**src/rtl/sram_serial_reader_if.sv**
```systemverilog
// Bus bundle for sram_serial_reader: command port, SRAM read port and
// bit-serial output port. The reader is the master of all three; the
// slave view is what the command source, SRAM and serial consumer see.
interface sram_serial_reader_if #(
  parameter int DATA_WIDTH = 8,
  parameter int ADDR_WIDTH = 4
);

  // Command port
  logic                  start;
  logic [ADDR_WIDTH-1:0] start_addr;
  logic [ADDR_WIDTH-1:0] burst_len;
  logic                  busy;
  logic                  done;
  logic                  err;

  // SRAM read port
  logic                  sram_r_en;
  logic [ADDR_WIDTH-1:0] sram_addr;
  logic [DATA_WIDTH-1:0] sram_data_out;
  logic                  sram_data_valid;

  // Serial output port
  logic                  serial_out;
  logic                  serial_valid;
  logic                  serial_ready;
  logic                  serial_last;

  modport master (
    input  start, start_addr, burst_len,
    input  sram_data_out, sram_data_valid,
    input  serial_ready,
    output busy, done, err,
    output sram_r_en, sram_addr,
    output serial_out, serial_valid, serial_last
  );

  modport slave (
    output start, start_addr, burst_len,
    output sram_data_out, sram_data_valid,
    output serial_ready,
    input  busy, done, err,
    input  sram_r_en, sram_addr,
    input  serial_out, serial_valid, serial_last
  );

endinterface

```
**src/rtl/sram_serial_reader.sv**
```systemverilog
// sram_serial_reader: on a start command, reads burst_len+1 consecutive
// SRAM words (address wraps modulo 2^ADDR_WIDTH) and streams each word
// MSB-first on a ready/valid bit-serial port. A missing read response
// aborts the command after TIMEOUT wait cycles and sets a sticky err.
// Every output is a decode of registered state, so no input reaches an
// output combinationally.
module sram_serial_reader #(
  parameter int DATA_WIDTH = 8,
  parameter int ADDR_WIDTH = 4,
  parameter int TIMEOUT    = 16
) (
  input  logic                 clk,
  input  logic                 arst_n,
  sram_serial_reader_if.master bus
);

  localparam int BCW = (DATA_WIDTH > 1) ? $clog2(DATA_WIDTH) : 1;
  localparam int TW  = $clog2(TIMEOUT + 1);

  localparam logic [BCW-1:0]        BIT_LAST  = BCW'(DATA_WIDTH - 1);
  localparam logic [TW-1:0]         TMO_LAST  = TW'(TIMEOUT - 1);
  localparam logic [ADDR_WIDTH-1:0] ADDR_ONE  = ADDR_WIDTH'(1);

  typedef enum logic [2:0] {
    S_IDLE,
    S_REQ,
    S_WAIT,
    S_SHIFT,
    S_DONE
  } state_e;

  state_e                state_q,    state_d;
  logic [ADDR_WIDTH-1:0] addr_q,     addr_d;
  logic [ADDR_WIDTH-1:0] word_cnt_q, word_cnt_d;
  logic [BCW-1:0]        bit_cnt_q,  bit_cnt_d;
  logic [TW-1:0]         timer_q,    timer_d;
  logic [DATA_WIDTH-1:0] shift_q,    shift_d;
  logic                  err_q,      err_d;

  // State register and datapath flops; everything clears on reset so an
  // aborted command leaves no residue.
  // NOTE: sequential state uses non-blocking assignments so every flop
  // samples the pre-edge value of every other flop.
  always_ff @(posedge clk or negedge arst_n) begin
    if (!arst_n) begin
      state_q    <= S_IDLE;
      addr_q     <= '0;
      word_cnt_q <= '0;
      bit_cnt_q  <= '0;
      timer_q    <= '0;
      shift_q    <= '0;
      err_q      <= 1'b0;
    end else begin
      state_q    <= state_d;
      addr_q     <= addr_d;
      word_cnt_q <= word_cnt_d;
      bit_cnt_q  <= bit_cnt_d;
      timer_q    <= timer_d;
      shift_q    <= shift_d;
      err_q      <= err_d;
    end
  end

  // Next-state and datapath update for the read/shift sequence.
  // NOTE: every signal gets its hold value first so no path through the
  // case leaves one unassigned, which would infer a latch.
  always_comb begin
    state_d    = state_q;
    addr_d     = addr_q;
    word_cnt_d = word_cnt_q;
    bit_cnt_d  = bit_cnt_q;
    timer_d    = timer_q;
    shift_d    = shift_q;
    err_d      = err_q;

    unique case (state_q)
      S_IDLE: begin
        // start is only looked at here, so a start while busy is dropped
        if (bus.start) begin
          addr_d     = bus.start_addr;
          word_cnt_d = bus.burst_len;
          err_d      = 1'b0;
          state_d    = S_REQ;
        end
      end

      S_REQ: begin
        timer_d = '0;
        state_d = S_WAIT;
      end

      S_WAIT: begin
        // Data wins over a timeout landing in the same cycle
        if (bus.sram_data_valid) begin
          shift_d   = bus.sram_data_out;
          bit_cnt_d = '0;
          state_d   = S_SHIFT;
        end else if (timer_q == TMO_LAST) begin
          err_d   = 1'b1;
          state_d = S_DONE;
        end else begin
          timer_d = timer_q + TW'(1);
        end
      end

      S_SHIFT: begin
        // serial_valid is 1 throughout SHIFT, so ready alone means transfer
        if (bus.serial_ready) begin
          shift_d   = shift_q << 1;
          bit_cnt_d = bit_cnt_q + BCW'(1);
          if (bit_cnt_q == BIT_LAST) begin
            if (word_cnt_q != '0) begin
              word_cnt_d = word_cnt_q - ADDR_ONE;
              addr_d     = addr_q + ADDR_ONE;
              state_d    = S_REQ;
            end else begin
              state_d = S_DONE;
            end
          end
        end
      end

      S_DONE: begin
        state_d = S_IDLE;
      end

      default: begin
        state_d = S_IDLE;
      end
    endcase
  end

  // Output decodes of registered state only.
  assign bus.busy         = (state_q != S_IDLE);
  assign bus.done         = (state_q == S_DONE);
  assign bus.err          = err_q;
  assign bus.sram_r_en    = (state_q == S_REQ);
  assign bus.sram_addr    = addr_q;
  assign bus.serial_valid = (state_q == S_SHIFT);
  assign bus.serial_out   = (state_q == S_SHIFT) && shift_q[DATA_WIDTH-1];
  assign bus.serial_last  = (state_q == S_SHIFT) && (bit_cnt_q == BIT_LAST);

endmodule

```
**src/flat_wrapper.sv**
```systemverilog
// flat-port wrapper written by rule: the top's interface ports become plain ports
module sram_serial_reader_flat 
#(
  parameter int DATA_WIDTH = 8,
  parameter int ADDR_WIDTH = 4,
  parameter int TIMEOUT    = 16
)
  (clk, arst_n, bus_start, bus_start_addr, bus_burst_len, bus_sram_data_out, bus_sram_data_valid, bus_serial_ready, bus_busy, bus_done, bus_err, bus_sram_r_en, bus_sram_addr, bus_serial_out, bus_serial_valid, bus_serial_last);
  sram_serial_reader_if #(.DATA_WIDTH(DATA_WIDTH), .ADDR_WIDTH(ADDR_WIDTH)) bus_i ();
  input  logic clk;
  input  logic arst_n;
  input wire logic [$bits(bus_i.start)-1:0] bus_start;
  input wire logic [$bits(bus_i.start_addr)-1:0] bus_start_addr;
  input wire logic [$bits(bus_i.burst_len)-1:0] bus_burst_len;
  input wire logic [$bits(bus_i.sram_data_out)-1:0] bus_sram_data_out;
  input wire logic [$bits(bus_i.sram_data_valid)-1:0] bus_sram_data_valid;
  input wire logic [$bits(bus_i.serial_ready)-1:0] bus_serial_ready;
  output wire logic [$bits(bus_i.busy)-1:0] bus_busy;
  output wire logic [$bits(bus_i.done)-1:0] bus_done;
  output wire logic [$bits(bus_i.err)-1:0] bus_err;
  output wire logic [$bits(bus_i.sram_r_en)-1:0] bus_sram_r_en;
  output wire logic [$bits(bus_i.sram_addr)-1:0] bus_sram_addr;
  output wire logic [$bits(bus_i.serial_out)-1:0] bus_serial_out;
  output wire logic [$bits(bus_i.serial_valid)-1:0] bus_serial_valid;
  output wire logic [$bits(bus_i.serial_last)-1:0] bus_serial_last;
  assign bus_i.start = bus_start;
  assign bus_i.start_addr = bus_start_addr;
  assign bus_i.burst_len = bus_burst_len;
  assign bus_i.sram_data_out = bus_sram_data_out;
  assign bus_i.sram_data_valid = bus_sram_data_valid;
  assign bus_i.serial_ready = bus_serial_ready;
  assign bus_busy = bus_i.busy;
  assign bus_done = bus_i.done;
  assign bus_err = bus_i.err;
  assign bus_sram_r_en = bus_i.sram_r_en;
  assign bus_sram_addr = bus_i.sram_addr;
  assign bus_serial_out = bus_i.serial_out;
  assign bus_serial_valid = bus_i.serial_valid;
  assign bus_serial_last = bus_i.serial_last;
  sram_serial_reader #(.DATA_WIDTH(DATA_WIDTH), .ADDR_WIDTH(ADDR_WIDTH), .TIMEOUT(TIMEOUT)) u_core (.clk(clk), .arst_n(arst_n), .bus(bus_i));
endmodule
```
**config.mk**
```make
export PLATFORM = sky130hd
export DESIGN_NAME = sram_serial_reader_flat
export DESIGN_NICKNAME = d
export VERILOG_FILES = /design/src/rtl/sram_serial_reader_if.sv /design/src/rtl/sram_serial_reader.sv /design/src/flat_wrapper.sv
export SDC_FILE = /design/constraint.sdc
export NUM_CORES = 1
export LEC_CHECK = 0
export BUFFER_PORTS_ARGS = -buffer_cell sky130_fd_sc_hd__buf_2
export CELL_PAD_IN_SITES_DETAIL_PLACEMENT = 1
export CELL_PAD_IN_SITES_GLOBAL_PLACEMENT = 1
export CORE_ASPECT_RATIO = 0.5
export CORE_MARGIN = 2
export CORE_UTILIZATION = 33
export CTS_CLUSTER_DIAMETER = 50
export DETAILED_ROUTE_END_ITERATION = 10
export PLACE_DENSITY_LB_ADDON = 0.1
export SLEW_MARGIN = 25
export SYNTH_ARGS = -nofsm -noshare
export SYNTH_HDL_FRONTEND = slang
export SYNTH_SLANG_ARGS = --single-unit
```
**constraint.sdc**
```tcl
create_clock -name clk -period 5.2 [get_ports clk]
set_clock_uncertainty 0.05 [all_clocks]
set_input_delay 0.52 -clock clk [delete_from_list [all_inputs] [get_ports clk]]
set_output_delay 0.52 -clock clk [all_outputs]
set_load 0.005 [all_outputs]
```
==> impl_metrics.json, run 1 <==
{
  "status": "complete, no violations",
  "clockBufferDepth": 2,
  "initial_core_util_pct": 34.1,
  "setup_viol": 0,
  "grt_use_total_pct": 14.6,
  "holdWs_ns": 0.208,
  "grt_busiest_layer": "met2",
  "cts_hold_buf": 0,
  "grt_max_degree": 29,
  "cp_slowest_cell": "dfrtp_1",
  "post_drt_wl_per_cell_um": 14.7,
  "min_period_ns": 2.28,
  "end_kind": "output port",
  "area_delta_synth_final_pct": 14.9,
  "final_area_um2": 1920,
  "diodes": 0,
  "criticalPathCategory": "flip-flop to output port",
  "port_buffers": 31,
  "cts_made_buffers": 3,
  "postCtsSetupBuffers": 0,
  "die_h_um": 54.3,
  "synth_top_area_cell": "dfrtp_1",
  "yosysWarningCount": 0,
  "synth_edf_count": 0,
  "placed_area_um2": 1840,
  "clkSlewWorstSetupHoldPaths_ns": 0.10,
  "synthCells": 159,
  "drtAntennaViolNets": 0,
  "cts_max_level": 1,
  "gr-usage-met3_pct": 3.45,
  "fmax_mhz": 439,
  "avgSynthCellArea_um2": 10.5,
  "power_density_nw_per_um2": 512,
  "critPathLaunchType": "flip-flop",
  "grt_pass1_wl_um": 6360,
  "synth_top_area_share_pct": 42.0,
  "root_buffer": "clkbuf_8",
  "cp_max_fo": 25,
  "gp_congestion": 0.746,
  "worst_skew_pair.late_latency_ns": 0.28,
  "cts_resized": 0,
  "crit_chain": "nand3b_4, inv_6, and2_1, buf_2",
  "drv_cap": 0,
  "hp-class": "primary input to asynchronous set/reset pin",
  "critPathBufInv": 2,
  "leakage_nw": 0.887,
  "dpl.hpwl_um": 2810,
  "finalNetCount": 217,
  "io_pins": 32,
  "rsz0062_at_grt": "false",
  "synthFlopType": "dfrtp_1",
  "antenna_found_initial": 0,
  "critPathMaxStageDelay_ns": 0.67,
  "synth.area.top_cells": "dfrtp_1 (42%), mux2i_1 (4.8%), ha_1 (4.5%), o21ai_0 (4.5%), nand2_1 (4.1%)",
  "dr.pass1.iters": 4,
  "use_met2_pct": 24.9,
  "synth_seq_cells": 28,
  "finalSetupTns_ns": 0,
  "vias": 1280,
  "slew_headroom_pct": 56.3,
  "seq_area_frac_synth_pct": 42.0,
  "yosysUniqueCellTypes": 48,
  "first_global_vias": 1256,
  "synthArstFlopShare_pct": 100,
  "synth_area_um2": 1670,
  "synth_fp_nets": 186,
  "gr-usage-met1_pct": 19.9,
  "max_slew.worst_pin.slew_ns": 0.655,
  "cpLargestDelayFamily": "flip-flops",
  "drive_above_1_share_pct": 29.1,
  "cts_tree": "done",
  "hold_violations": 0,
  "routed_wl_um": 3810,
  "grt_overflow": 0,
  "fp.dieW_um": 105,
  "viasPerCell": 4.94,
  "drc_errors": 0,
  "die_area_um2": 5670,
  "required_ns": 4.63,
  "fin_crit_sh_pct": 43.8,
  "first_iter_violations": 31,
  "clock_sinks": 28,
  "cp_data_arrival_time_ns": 1.71,
  "row_count": 18,
  "slew_viol_final": 0,
  "vdd_drop_max_v": 0.000155,
  "core_um2": 4890
}
cells in the mapped netlist (2+ instances only):
library cell   n
dfrtp_1       28
nand2_1       18
o21ai_0       15
mux2i_1        8
a21oi_1        7
ha_1           6
and2_1         5
inv_1          5
nand2b_1       5
nor2_1         5
a32o_1         4
nand3_2        4
a31oi_1        3
nor3_1         3
o21ai_1        3
o31ai_1        3
and3_1         2
clkbuf_8       2
nand2_2        2
nand3_1        2
xor2_1         2
report_power, final:
group          total, mW  leakage [nW]  internal (mW)  switching (mW)
Clock              0.176        0.0357          0.103          0.0728
Combinational      0.422         0.501          0.192           0.229
Sequential         0.383         0.350          0.302          0.0816
registers in the layout (all words and copies together) (netlist names):
signal,count
u_core.bit_cnt_q,3
u_core.word_cnt_q,4
u_core.bus.sram_addr,4
u_core.shift_q,8
u_core.bus.err,1
u_core.state_q,3
u_core.timer_q,5
layer usage:
layer / part of all wire, % / wire length, µm
met5: 0 / 0
met2: 44 / 1690
met3: 3.0 / 115
met1: 52 / 1990
met4: 0.26 / 10
cell type report:
class | count | area, µm²
Clock inverter | 1 | 30.0
Fill cell | 568 | 2970
Sequential cell | 28 | 701
Tap cell | 70 | 87.6
Multi-Input combinational cell | 120 | 873
Clock buffer | 3 | 41.3
Inverter | 6 | 27.5
Timing Repair Buffer | 31 | 155
cell usage in the layout, fill, tap and decap left out, types with 5 or more instances in the layout:
master    count
nand2b_1      5
nand2_1      18
and2_1        5
o21ai_0      15
mux2i_1       8
nor2_1        5
inv_1         5
dfrtp_1      28
a21oi_1       7
buf_2        31
ha_1          6
cell families after synthesis:
logic type      share of synthesized area [%]
buf+inv                                  5.63
simple gates                             21.6
mux                                      6.15
fa+ha+maj                                4.50
flops                                    42.0
xor+xnor                                 1.05
compound gates                           19.1
per-stage QoR:
stage	cells	setup WS [ns]	util, %	power (mW)
finish	259	2.92	39.2	0.981
global route	259	2.77	39.2	1.07
floorplan	159	3.36	-	0.726
CTS	259	2.89	39.2	0.999
detailed placement	255	3.16	37.7	0.820
global placement	255	3.24	37.7	0.803
path summary, 6_finish.rpt:
path                                                from                          endpoint  slack [ns]  cells after the start
setup / recovery           u_core.state_q[0]$_DFFE_PN0P_                    bus_serial_out        2.92                      4
hold / removal                                    arst_n     u_core.timer_q[2]$_DFFE_PN0P_        0.21                      1
setup reg to reg           u_core.timer_q[0]$_DFFE_PN0P_     u_core.timer_q[1]$_DFFE_PN0P_        3.16                      6
hold reg to reg            u_core.shift_q[5]$_DFFE_PN0P_     u_core.shift_q[5]$_DFFE_PN0P_        0.44                      2
max in group asynchronous                         arst_n  u_core.word_cnt_q[1]$_DFFE_PN0P_        4.47                      1
min in group clk                        bus_burst_len[0]  u_core.word_cnt_q[0]$_DFFE_PN0P_        0.44                      2
worst register-to-register path: cells and delay by family, from the launching register on:
| kind | cells | cell delay, ns |
|---|---|---|
| and+or+nand+nor | 2 | 0.52 |
| AOI/OAI and AO/OA | 2 | 0.49 |
| adders and majority gates | 2 | 0.46 |
| DFF | 1 | 0.42 |
(Power assumes the default switching activity.)
==> inputs of run 2 (changes only) <==
==> constraint.sdc (replaced) <==
create_clock -name clk -period 2.35 [get_ports clk]
set_clock_uncertainty 0.05 [all_clocks]
set_input_delay 0.235 -clock clk [delete_from_list [all_inputs] [get_ports clk]]
set_output_delay 0.235 -clock clk [all_outputs]
set_load 0.005 [all_outputs]
==> run 2 against run 1 <==
  * Via count decreased by 0.70%
  * First-iteration DRC count increased by 3.2%
  * Sequential power increased by 120%
  * Worst setup slack got worse by 2.6 ns
  * Register-to-register slack got worse by 2.9 ns
  * Critical endpoint is now u_core.timer_q[1]$_DFFE_PN0P_
  * Highest routed layer unchanged
==> impl_metrics.json, run 2 (synthesis results as in run 1) <==
{
  "grt_max_degree": 29,
  "leakage_nw": 0.891,
  "setup_viol": 0,
  "hp-class": "primary input to flip-flop",
  "grt_busiest_layer": "met2",
  "end_kind": "flip-flop",
  "dpl.hpwl_um": 2830,
  "power_density_nw_per_um2": 1130,
  "viasPerCell": 4.89,
  "gr-usage-met3_pct": 3.81,
  "seq_area_um2": 701,
  "drc_errors": 0,
  "required_ns": 2.48,
  "worst_skew_pair.late_latency_ns": 0.29,
  "crit_top_cell": "ha_1",
  "fp.dieW_um": 105,
  "post-place-ws_ns": 0.289,
  "root_buffer": "clkbuf_8",
  "clock_sinks": 28,
  "antenna_found_initial": 0,
  "final_cell_count_no_fill": 260,
  "use_met2_pct": 24.2,
  "cp_data_arrival_time_ns": 2.20,
  "port_buffers": 31,
  "slew_viol_final": 0,
  "multi_input_area_um2": 873,
  "initial_core_util_pct": 34.1,
  "die_h_um": 54.3,
  "critPathMaxStageDelay_ns": 0.41,
  "cts_max_level": 1,
  "drtAntennaViolNets": 0,
  "final_common_cell": "buf_2",
  "top_register": "u_core.shift_q",
  "cpLargestDelayFamily": "simple AND/OR/NAND/NOR gates",
  "largest_reg_flops": 8,
  "dr.pass1.iters": 4,
  "final_area_um2": 1930,
  "io_pins": 32,
  "layout_setup_ws_ns": 0.281,
  "gr-usage-met1_pct": 20.4,
  "routed_wl_um": 3870,
  "max_slew.worst_pin.slew_ns": 0.664,
  "clkSlewWorstSetupHoldPaths_ns": 0.10,
  "first_global_vias": 1259,
  "drv_cap": 0,
  "fin_crit_sh_pct": 88.0,
  "area_delta_synth_final_pct": 15.5,
  "finalNetCount": 218,
  "status": "complete, no violations",
  "grt_pass1_wl_um": 6410,
  "drive_above_1_share_pct": 28.9,
  "post_drt_wl_per_cell_um": 14.9,
  "mostFrequentLayoutCells": "buf_2 (31), dfrtp_1 (28), nand2_1 (18)",
  "crit_chain": "ha_1, and3_1, ha_1, nor4b_1, o21ai_0, a32o_1",
  "critPathLaunchType": "flip-flop",
  "cp_max_fo": 4,
  "vdd_drop_max_v": 0.000317,
  "critPathBufInv": 0,
  "hold_violations": 0,
  "cts_tree": "done",
  "top_regs": "u_core.shift_q (8), u_core.timer_q (5)",
  "slew_headroom_pct": 55.7,
  "cts_made_buffers": 3,
  "postCtsSetupBuffers": 0,
  "core_um2": 4890,
  "row_count": 18,
  "n_fill_cell": 586,
  "utilization_pct": 39.4,
  "grt_overflow": 0,
  "criticalPathCategory": "flip-flop to flip-flop",
  "diodes": 0,
  "min_period_ns": 2.07,
  "rsz0062_at_grt": "false",
  "vias": 1271,
  "clockBufferDepth": 2,
  "cp_slowest_cell": "dfrtp_1",
  "fmax_mhz": 483,
  "cts_resized": 0,
  "placed_cells": 255,
  "placed_area_um2": 1840,
  "grt_use_total_pct": 14.9,
  "die_area_um2": 5670,
  "first_iter_violations": 32,
  "finalSetupTns_ns": 0,
  "gp_congestion": 0.788
}
## run 2: layout make-up
| class | count | area share (%) |
|---|---|---|
| Multi-Input combinational cell | 120 | 45.4 |
| Sequential cell | 28 | 36.4 |
| Timing Repair Buffer | 32 | 8.58 |
| Tap cell | 70 | 4.55 |
| Clock buffer | 3 | 2.14 |
| Clock inverter | 1 | 1.56 |
| Inverter | 6 | 1.43 |
## run 2: power by group
group          internal [mW]  switching [mW]  total [mW]
registers              0.667           0.183       0.850
logic                  0.429           0.514       0.943
clock network          0.229           0.162       0.391
total                   1.33           0.859        2.18
## run 2: routing by layer
metal / vias to the layer above / share of wire [%]
met5: - / 0
li1: 636 / -
met3: 4 / 3.1
met1: 616 / 53
met4: 0 / 0.70
met2: 15 / 43
## run 2: final timing paths
kind                                                        to                          start  slack (ns)  cells after the start
min reg2reg                      u_core.shift_q[7]$_DFFE_PN0P_  u_core.shift_q[7]$_DFFE_PN0P_        0.43                      2
max in group asynchronous      u_core.bit_cnt_q[2]$_DFFE_PN0P_                         arst_n        1.36                      2
min                           u_core.word_cnt_q[0]$_DFFE_PN0P_               bus_burst_len[0]        0.14                      2
min in group asynchronous  u_core.bus.sram_addr[0]$_DFFE_PN0P_                         arst_n        0.45                      2
max                              u_core.timer_q[1]$_DFFE_PN0P_  u_core.timer_q[0]$_DFFE_PN0P_        0.28                      6
max reg2reg                      u_core.timer_q[1]$_DFFE_PN0P_  u_core.timer_q[0]$_DFFE_PN0P_        0.28                      6
## run 2: stage by stage
| stage | hold slack, ns | power [mW] |
|---|---|---|
| after floorplan | -0.111 | 1.61 |
| after global placement | 0.270 | 1.79 |
| after detailed placement | 0.268 | 1.82 |
| after CTS | 0.132 | 2.22 |
| after global routing | 0.120 | 2.38 |
| final | 0.137 | 2.18 |
## run 2: what timing repair did
action / in CTS / in global routing
hold buffers: 1 / 0
endpoints found under the hold margin: 28 / 0
setup endpoints to repair: 0 / 0
==> inputs of run 3 (changes only) <==
--- a/config.mk
+++ b/config.mk
@@ -10,7 +10,7 @@
 export CELL_PAD_IN_SITES_GLOBAL_PLACEMENT = 1
 export CORE_ASPECT_RATIO = 0.5
 export CORE_MARGIN = 2
-export CORE_UTILIZATION = 33
+export CORE_UTILIZATION = 42
 export CTS_CLUSTER_DIAMETER = 50
 export DETAILED_ROUTE_END_ITERATION = 10
 export PLACE_DENSITY_LB_ADDON = 0.1
==> run 3 against run 2 <==
  * Sequential cell count unchanged
  * Non-clock buffer count unchanged
  * Final area decreased by 1.0%
  * Clock-buffer cell count is the same
  * Hold slack got worse by 0.0029 ns
  * Total power increased by 0.52%
  * Core utilization grew 9.9 points
  * Sequential power is essentially flat
  * Combinational power grew 1%
  * Routed wire length fell by 3.8%
  * Highest routed layer unchanged
==> impl_metrics.json, run 3 (synthesis results as in run 1) <==
{
  "root_buffer": "clkbuf_8",
  "crit_top_cell": "ha_1",
  "die_area_um2": 4520,
  "row_count": 16,
  "cts_tree": "done",
  "clkSlewWorstSetupHoldPaths_ns": 0.10,
  "largest_reg_flops": 8,
  "fp.dieW_um": 93.1,
  "fmax_mhz": 497,
  "drc_errors": 0,
  "initial_core_util_pct": 43.2,
  "top_register": "u_core.shift_q",
  "final_area_um2": 1910,
  "clockBufferDepth": 2,
  "grt_pass1_wl_um": 6720,
  "status": "complete, no violations",
  "required_ns": 2.48,
  "vias": 1284,
  "r2r_slack_ns": 0.34,
  "reg2reg_from": "u_core.timer_q[0]$_DFFE_PN0P_",
  "slew_viol_final": 0,
  "slew_headroom_pct": 56.7,
  "min_period_ns": 2.01,
  "min_to": "u_core.word_cnt_q[0]$_DFFE_PN0P_",
  "postCtsSetupBuffers": 0,
  "vdd_drop_max_v": 0.000378,
  "rsz0062_at_grt": "false",
  "drive_above_1_share_pct": 28.9,
  "cts_hold_buf": 1,
  "io_pins": 32,
  "worst_skew_pair.late_latency_ns": 0.28,
  "post_drt_wl_per_cell_um": 15.2,
  "r2r_cells": 6,
  "grt_overflow": 0,
  "n_fill_cell": 458,
  "grt_use_total_pct": 18.7,
  "max_slew.worst_pin.slew_ns": 0.650,
  "clock_sinks": 28,
  "hp-class": "primary input to flip-flop",
  "crit_chain": "ha_1, and3_1, ha_1, nor4b_1, o21ai_0, a32o_1",
  "mostFrequentLayoutCells": "buf_2 (31), dfrtp_1 (28), nand2_1 (18)",
  "critPathBufInv": 0,
  "startpoint": "u_core.timer_q[0]$_DFFE_PN0P_",
  "reg2reg_to": "u_core.timer_q[1]$_DFFE_PN0P_",
  "final_common_cell": "buf_2",
  "routed_wl_um": 3720,
  "power_density_nw_per_um2": 1150,
  "cts_made_buffers": 3,
  "area_delta_synth_final_pct": 14.3,
  "criticalPathCategory": "flip-flop to flip-flop",
  "fin_crit_sh_pct": 85.6,
  "placed_area_um2": 1820,
  "critPathLaunchType": "flip-flop",
  "cp_slowest_cell": "dfrtp_1",
  "end_kind": "flip-flop",
  "leakage_nw": 0.891,
  "port_buffers": 31,
  "core_um2": 3860,
  "hold_violations": 0,
  "top_regs": "u_core.shift_q (8), u_core.timer_q (5)",
  "first_global_vias": 1366,
  "setup_viol": 0,
  "cts_resized": 0,
  "drv_cap": 0,
  "cpLargestDelayFamily": "simple AND/OR/NAND/NOR gates",
  "gp_congestion": 0.742,
  "die_h_um": 48.6,
  "cp_data_arrival_time_ns": 2.14,
  "critPathMaxStageDelay_ns": 0.42,
  "first_iter_violations": 25,
  "hold_depth": 2,
  "antenna_found_initial": 0,
  "diodes": 0,
  "cts_max_level": 1,
  "cp_max_fo": 4,
  "dr.pass1.iters": 4,
  "drtAntennaViolNets": 0,
  "grt_max_degree": 29,
  "dpl.hpwl_um": 2740,
  "hold_start": "bus_burst_len[0]",
  "viasPerCell": 5.26,
  "finalSetupTns_ns": 0,
  "finalNetCount": 218
}
run 3: cell counts in the layout (fill, tap and decap cells not counted):
No cell type changed its count.
run 3: how the worst max path moves through the flow:
stage	depth (start not counted)	to	slack, ns
floorplan	6	u_core.timer_q[1]$_DFFE_PN0P_	0.51
global placement	6	u_core.timer_q[1]$_DFFE_PN0P_	0.41
detailed placement	6	u_core.timer_q[1]$_DFFE_PN0P_	0.33
CTS	6	u_core.timer_q[1]$_DFFE_PN0P_	0.31
global route	7	u_core.timer_q[0]$_DFFE_PN0P_	0.15
finish	6	u_core.timer_q[1]$_DFFE_PN0P_	0.34
run 3: stage by stage:
stage / setup slack (ns) / hold WS [ns] / cells / utilization (%) / total power [mW]
after global routing: 0.145 / 0.135 / 244 / 49.3 / 2.40
after detailed placement: 0.331 / 0.256 / 239 / 47.2 / 1.82
after CTS: 0.310 / 0.132 / 244 / 49.3 / 2.22
after global placement: 0.406 / 0.256 / 239 / 47.2 / 1.78
after floorplan: 0.514 / -0.111 / 159 / - / 1.61
final: 0.339 / 0.134 / 244 / 49.3 / 2.20
run 3: power breakdown:
part | internal (mW) | total [mW] | leakage (nW) | switching (mW)
combinational | 0.432 | 0.955 | 0.506 | 0.523
sequential | 0.667 | 0.852 | 0.350 | 0.185
clock | 0.229 | 0.389 | 0.0357 | 0.160
run 3: layer usage:
| layer | track usage [%] | part of all wire (%) | vias up | wire [µm] |
|---|---|---|---|---|
| li1 | - | - | 636 | - |
| met1 | 27.3 | 52 | 628 | 1930 |
| met2 | 28.5 | 43 | 15 | 1620 |
| met3 | 4.52 | 3.8 | 5 | 142 |
| met4 | 3.68 | 0.91 | 0 | 34 |
| met5 | 0 | 0 | - | 0 |
run 3: final cells by class:
cell class                 count  area (µm²)  share of cell area, %
inverter                       6        27.5                   1.44
timing repair buffer          32         165                   8.67
clock inverter                 1        30.0                   1.58
clock buffer                   3        41.3                   2.17
tap                           54        67.6                   3.55
sequential                    28         701                   36.8
multi-input combinational    120         873                   45.8
